$ cat config.mk
export PLATFORM = sky130hd
export DESIGN_NAME = spi_eeprom_arbiter
export DESIGN_NICKNAME = d
export VERILOG_FILES = /design/src/rtl/spi_eeprom_pkg.sv /design/src/rtl/spi_shift_engine.sv /design/src/rtl/spi_eeprom_arbiter.sv
export SDC_FILE = /design/constraint.sdc
export NUM_CORES = 1
export LEC_CHECK = 0
export ABC_AREA = 1
export CORE_AREA = 2 2 118 142
export DETAILED_ROUTE_END_ITERATION = 12
export DIE_AREA = 0 0 120 144
export DONT_BUFFER_PORTS = 1
export HOLD_SLACK_MARGIN = 0.1
export SLEW_MARGIN = 20
export SYNTH_ARGS = -nofsm -noshare
export SYNTH_HDL_FRONTEND = slang
export SYNTH_HIERARCHICAL = 1
export SYNTH_SLANG_ARGS = --single-unit
$ cat constraint.sdc
create_clock -name clk -period 5.9 [get_ports clk]
set_input_delay 0.885 -clock clk [delete_from_list [all_inputs] [get_ports clk]]
set_output_delay 0.885 -clock clk [all_outputs]
set_load 0.1 [all_outputs]
$ cat src/rtl/spi_eeprom_pkg.sv
// Shared types and constants for the two-port SPI EEPROM read arbiter.
package spi_eeprom_pkg;

    typedef enum logic [2:0] {
        IDLE,
        SETUP,
        SHIFT,
        HOLD,
        DESEL
    } state_t;

    localparam logic [7:0] OPC_READ   = 8'h03;
    localparam int         ADDR_W     = 16;
    localparam int         DATA_W     = 8;
    localparam int         FRAME_BITS = 32;

    // Opcode, address, then a zero byte clocked out while the EEPROM returns data.
    function automatic logic [FRAME_BITS-1:0] read_frame(input logic [ADDR_W-1:0] addr);
        return {OPC_READ, addr, 8'h00};
    endfunction

endpackage

$ cat src/rtl/spi_shift_engine.sv
// SPI mode-0 bit engine: clocks out one 32-bit frame per start pulse and
// collects the trailing data byte from miso.
module spi_shift_engine
    import spi_eeprom_pkg::*;
#(
    parameter int CLK_DIV = 4
) (
    input  logic                  clk,
    input  logic                  reset,
    input  logic                  start,
    input  logic [FRAME_BITS-1:0] frame,
    input  logic                  miso,
    output logic                  done,
    output logic                  spi_clk,
    output logic                  mosi,
    output logic [DATA_W-1:0]     rx_data
);

    localparam logic [7:0] HALF_LAST = 8'(CLK_DIV - 1);
    localparam logic [5:0] BIT_LAST  = 6'(FRAME_BITS - 1);
    localparam logic [5:0] RX_FIRST  = 6'(FRAME_BITS - DATA_W);

    logic                  active;
    logic                  phase_high;
    logic [7:0]            half_cnt;
    logic [5:0]            bit_cnt;
    logic [FRAME_BITS-1:0] shreg;
    logic                  half_end;
    logic                  last_bit;

    assign half_end = (half_cnt == HALF_LAST);
    assign last_bit = (bit_cnt == BIT_LAST);
    assign done     = active && phase_high && half_end && last_bit;
    assign spi_clk  = active && phase_high;
    assign mosi     = active && shreg[FRAME_BITS-1];

    // Each bit is a low half then a high half; mosi moves only when the low half
    // begins, and miso is taken on the edge that raises spi_clk.
    always_ff @(posedge clk or posedge reset) begin
        if (reset) begin
            active     <= 1'b0;
            phase_high <= 1'b0;
            half_cnt   <= '0;
            bit_cnt    <= '0;
            shreg      <= '0;
            rx_data    <= '0;
        end else if (start) begin
            active     <= 1'b1;
            phase_high <= 1'b0;
            half_cnt   <= '0;
            bit_cnt    <= '0;
            shreg      <= frame;
        end else if (active) begin
            if (!half_end) begin
                half_cnt <= half_cnt + 8'd1;
            end else begin
                half_cnt <= '0;
                if (!phase_high) begin
                    phase_high <= 1'b1;
                    if (bit_cnt >= RX_FIRST) begin
                        rx_data <= {rx_data[DATA_W-2:0], miso};
                    end
                end else begin
                    phase_high <= 1'b0;
                    if (last_bit) begin
                        active <= 1'b0;
                    end else begin
                        bit_cnt <= bit_cnt + 6'd1;
                        shreg   <= {shreg[FRAME_BITS-2:0], 1'b0};
                    end
                end
            end
        end
    end

endmodule

$ cat src/rtl/spi_eeprom_arbiter.sv
// Round-robin arbiter giving two requesters single-byte reads from one
// SPI EEPROM (READ opcode 0x03, 16-bit address).
module spi_eeprom_arbiter
    import spi_eeprom_pkg::*;
#(
    parameter int CLK_DIV   = 4,
    parameter int DESEL_CYC = 8
) (
    input  logic              clk,
    input  logic              reset,
    input  logic              req0,
    input  logic              req1,
    input  logic [ADDR_W-1:0] addr0,
    input  logic [ADDR_W-1:0] addr1,
    output logic              rsp_valid0,
    output logic              rsp_valid1,
    output logic [DATA_W-1:0] rsp_data,
    output logic              busy,
    output logic              spi_clk,
    output logic              mosi,
    input  logic              miso,
    output logic              ss
);

    localparam logic [15:0] EDGE_LAST  = 16'(CLK_DIV - 1);
    localparam logic [15:0] DESEL_LAST = 16'(DESEL_CYC - 1);

    state_t              state;
    state_t              state_next;
    logic [15:0]         wait_cnt;
    logic                granted;
    logic                grant_sel;
    logic                rr_pref;
    logic [ADDR_W-1:0]   addr_reg;
    logic                start;
    logic                done;
    logic [DATA_W-1:0]   rx_data;

    // On a tie the pointer picks whoever was not served last; a lone request always wins.
    assign grant_sel = (req0 && req1) ? rr_pref : req1;

    always_comb begin
        state_next = state;
        start      = 1'b0;
        case (state)
            IDLE:  if (req0 || req1) state_next = SETUP;
            SETUP: if (wait_cnt == EDGE_LAST) begin
                       state_next = SHIFT;
                       start      = 1'b1;
                   end
            SHIFT: if (done) state_next = HOLD;
            HOLD:  if (wait_cnt == EDGE_LAST) state_next = DESEL;
            DESEL: if (wait_cnt == DESEL_LAST) state_next = IDLE;
            default: state_next = IDLE;
        endcase
    end

    always_ff @(posedge clk or posedge reset) begin
        if (reset) begin
            state <= IDLE;
        end else begin
            state <= state_next;
        end
    end

    // Dwell counter for SETUP, HOLD and DESEL; restarts from zero on every state change.
    always_ff @(posedge clk or posedge reset) begin
        if (reset) begin
            wait_cnt <= '0;
        end else if (state_next != state) begin
            wait_cnt <= '0;
        end else if (wait_cnt != '1) begin
            wait_cnt <= wait_cnt + 16'd1;
        end
    end

    always_ff @(posedge clk or posedge reset) begin
        if (reset) begin
            granted  <= 1'b0;
            rr_pref  <= 1'b0;
            addr_reg <= '0;
        end else if (state == IDLE && (req0 || req1)) begin
            granted  <= grant_sel;
            rr_pref  <= ~grant_sel;
            addr_reg <= grant_sel ? addr1 : addr0;
        end
    end

    // The response is launched on the HOLD->DESEL edge so it lands in the first DESEL cycle.
    always_ff @(posedge clk or posedge reset) begin
        if (reset) begin
            rsp_valid0 <= 1'b0;
            rsp_valid1 <= 1'b0;
            rsp_data   <= '0;
        end else begin
            rsp_valid0 <= 1'b0;
            rsp_valid1 <= 1'b0;
            if (state == HOLD && state_next == DESEL) begin
                rsp_valid0 <= ~granted;
                rsp_valid1 <= granted;
                rsp_data   <= rx_data;
            end
        end
    end

    assign busy = (state != IDLE);
    assign ss   = !(state == SETUP || state == SHIFT || state == HOLD);

    spi_shift_engine #(
        .CLK_DIV (CLK_DIV)
    ) u_engine (
        .clk     (clk),
        .reset   (reset),
        .start   (start),
        .frame   (read_frame(addr_reg)),
        .miso    (miso),
        .done    (done),
        .spi_clk (spi_clk),
        .mosi    (mosi),
        .rx_data (rx_data)
    );

endmodule
==> results_dict.tcl <==
set metrics [dict create \
    run_status "finished clean" \
    max_slew_margin 0.3733 \
    cts.sink_count 103 \
    multi_input_comb_area_sq_mm 0.002506 \
    cap_viol_max_count 0 \
    cts-htree-levels 3 \
    post-cts-setup-buffer-count 0 \
    clk_path_buf_depth 2 \
    layout.nets 766 \
    start_kind "register" \
    startpoint "wait_cnt[0]" \
    min_path_type "reg -> reg" \
    path_common_cell "nand2_1" \
    reg2reg_from "wait_cnt[0]" \
    synthSimpleGateAreaFrac 0.3871 \
    layout_common_cells "nand2_1 (298), dfrtp_1 (103), nand3_1 (58)" \
    leading_cell_type_in_the_layout_fill_and_taps_excluded "nand2_1" \
    worstSetupPathType "reg -> reg" \
    detail_route.drc_violations 0 \
    start_util 0.3408 \
    p_seq_frac 0.539 \
    async_flop_share 1.000 \
    share_of_the_cycle_needed_by_the_critical_path_after_routing 0.6254 \
    synth_compound_gate_area_share 0.04332 \
    synth_top_flop_cell "dfrtp_1" \
    die_y_um 144 \
    antenna_diode_count 0 \
    hold_viol 0 \
    synth.mux.area_fraction 0 \
    netSwitchingFraction 0.2345 \
    grt_antenna_before_repair 0 \
    grt_start_max_net_pins 57 \
    grt_pass1_vias 4273 \
    setup_total_negative_slack_ns 0 \
    placement.cell_area_sq_mm 0.005604 \
    top_post_synthesis_cells_by_area "dfrtp_1 (47%), nand2_1 (20%), nand3_1 (5.3%)" \
    synth_area_per_cell_sq_um 7.519 \
    synth_xor_xnor_area_share 0.008022 \
    detail-route-antenna-nets 0 \
    routed-via-count 4353 \
    clock_pin_slew_reported_for_the_worst_setup_and_hold_paths_after_clock_tree_synthesis_ns 0.08 \
    drt_iter0_drc 269 \
    ctsRootBufferMaster "clkbuf_16" \
    post_syn_area_sq_mm 0.005459 \
    finish.cell_count_without_fillers 942 \
    cp_top_family "simple AND/OR/NAND/NOR gates" \
    core_area_sq_mm 0.01602 \
    final-setup-viol-count 0 \
    capturing_element_type_of_the_critical_path "register" \
    number_of_resized_instances_in_the_post_cts_repair_step 0 \
    rsz0062_at_grt "false" \
    routabilityCongestion 0.8749 \
    number_of_hold_buffers_added_after_cts 0 \
    post_route_cells_drive_above_1_share 0.09452 \
    yosys.area_share.adder 0.009168 \
    viasPerCell 4.621 \
    synthDistinctLibCells 38 \
    cpMaxStageDelayCell "nor2_2" \
    global_route_wire_length_before_repair_um 20410 \
    switchingPower_mw 0.3092 \
    postRouteWirelength_um 11830 \
    post_synthesis_sequential_area_ratio 0.4722 \
    number_of_instances_in_the_synthesized_netlist 726 \
    die_width_um 120 \
    synth_top_cell_by_area "dfrtp_1" \
    share_clk_of_total_power 0.439 \
    yosysTopAreaCellShare 0.4722 \
    period_needed_ns 3.690 \
    dp.final_hpwl_um 7995 \
    largest_register_ffs 32 \
    crit_chain "ha_1, nand3_1, nor2_1, nand2_1, inv_1, nand2_1, nor2_2, inv_2, nand2_2, nand3_2, nand2_1, nand2_1" \
    routed_wire_length_per_instance_um 12.56 \
    vdd_ir_drop_max_mv 0.1330 \
    die-area_sq_mm 0.01728 \
    tritoncts.num_buffers 9 \
    data_arrival_at_the_endpoint_of_the_critical_path_ns 3.92 \
    area.sequential_sq_mm 0.002577 \
    synth-edff-count 0 \
    synthesis_to_finish_area_growth_pct 7.953 \
    rows 51 \
    cts_tree "done" \
    dominant_combinational_cell_family_by_area_after_synthesis "simple AND/OR/NAND/NOR gates" \
    clock_latency_ns 0.35 \
    yosys_register_bits 103 \
    achievable-frequency_mhz 271.0 \
    drt_pre_antenna_iters 4 \
    boundary_pins 51 \
    i_o_buffers 0 \
    maxSlewViolCount 0 \
    numPlacedInstances 926 \
    power.static_leakage_nw 3.078 \
    final.setup_skew_ns 0.01059 \
    combinational_fraction_of_design_power 0.021 \
    n_fill_cell 1668 \
    hold_start "u_engine/shreg[15]" \
    critical_path_required_ns 6.13 \
    worst_path_largest_cell_delay_ns 0.66 \
    final_area_sq_mm 0.005893 \
    worstMarginPinSlew_ns 0.9378 \
    crit_path_max_fanout 38 \
    whs_ns 0.4792 \
    intPower_mw 1.009 \
    synth.yosys.warnings 6 \
    grt.total_usage 0.1459 \
    sum_of_overflow_across_all_layers_after_global_routing 0 \
    power_density_mw_per_mm2 223.7 \
    path_buf_inv 2 \
]
final cells by class:
cell class              instances  area share
clock buffers                   9     0.03822
clock inverters                 7     0.01062
inverters                      64     0.04098
multi-input cells             545      0.4253
flip-flops and latches        103      0.4374
well taps                     212     0.04501
repair buffers                  2    0.002548
worst paths after layout:
check	slack (ns)	to	cells past startpoint
worst max-delay path	2.21	u_engine/shreg[20]	12
min in group asynchronous	0.56	wait_cnt[6]	1
worst max register to register	2.21	u_engine/shreg[20]	12
worst min register to register	0.48	u_engine/shreg[15]	2
max in group asynchronous	4.78	u_engine/shreg[13]	2
worst min-delay path	0.48	u_engine/shreg[15]	2
metal layers:
layer,up-vias,track usage,part of all wire
met2,74,0.2485,0.47
met1,2028,0.1882,0.48
met5,-,0,0
met4,0,0.04706,0.014
met3,11,0.02642,0.036
li1,2240,-,-
stage by stage:
step	utilization	total power [mW]	setup slack, ns
finish	0.3679	1.318	2.210
global route	0.3679	1.371	1.716
CTS	0.3679	1.339	2.170
detailed placement	0.3499	0.7547	2.186
global placement	0.3499	0.7548	2.264
floorplan	-	0.7486	3.644
logic make-up after synthesis:
kind of cell / after synthesis
AND/OR/NAND/NOR: 483
flip-flops: 103
buffers and inverters: 92
AO/OA/AOI/OAI: 37
XOR/XNOR: 5
adder cells (fa/ha/maj): 4
other: 2
power groups by stage:
stage	clock [mW]	sequential, mW	combinational, mW
2_1_floorplan	0	0.725	0.0239
3_3_place_gp	0	0.725	0.0297
3_5_place_dp	0	0.725	0.0296
4_1_cts	0.599	0.711	0.0295
5_1_grt	0.625	0.712	0.0337
6_report	0.579	0.711	0.0280
worst min-delay path, stage by stage, from the launching register on:
cell and delay [ns]:
dfrtp_1 0.34, nand2_1 0.05, nand2_1 0.06
Yosys cell counts, types with 2 or more instances:
cell	number
o21bai_1	2
dfrtp_1	103
xnor2_1	3
ha_1	4
nand3_1	58
buf_2	9
nor3_1	8
inv_2	6
buf_6	8
a21oi_1	2
o21ai_1	3
nand4_1	20
o21ai_0	19
clkbuf_1	8
inv_1	57
conb_1	2
xor2_1	2
nor2_4	3
clkbuf_2	2
nand2_1	298
nand2_2	16
o21ai_2	9
or2_0	8
nor2_1	57
nor2_2	5
nand3_2	2
Note: power is estimated with default switching activity, not from simulation.
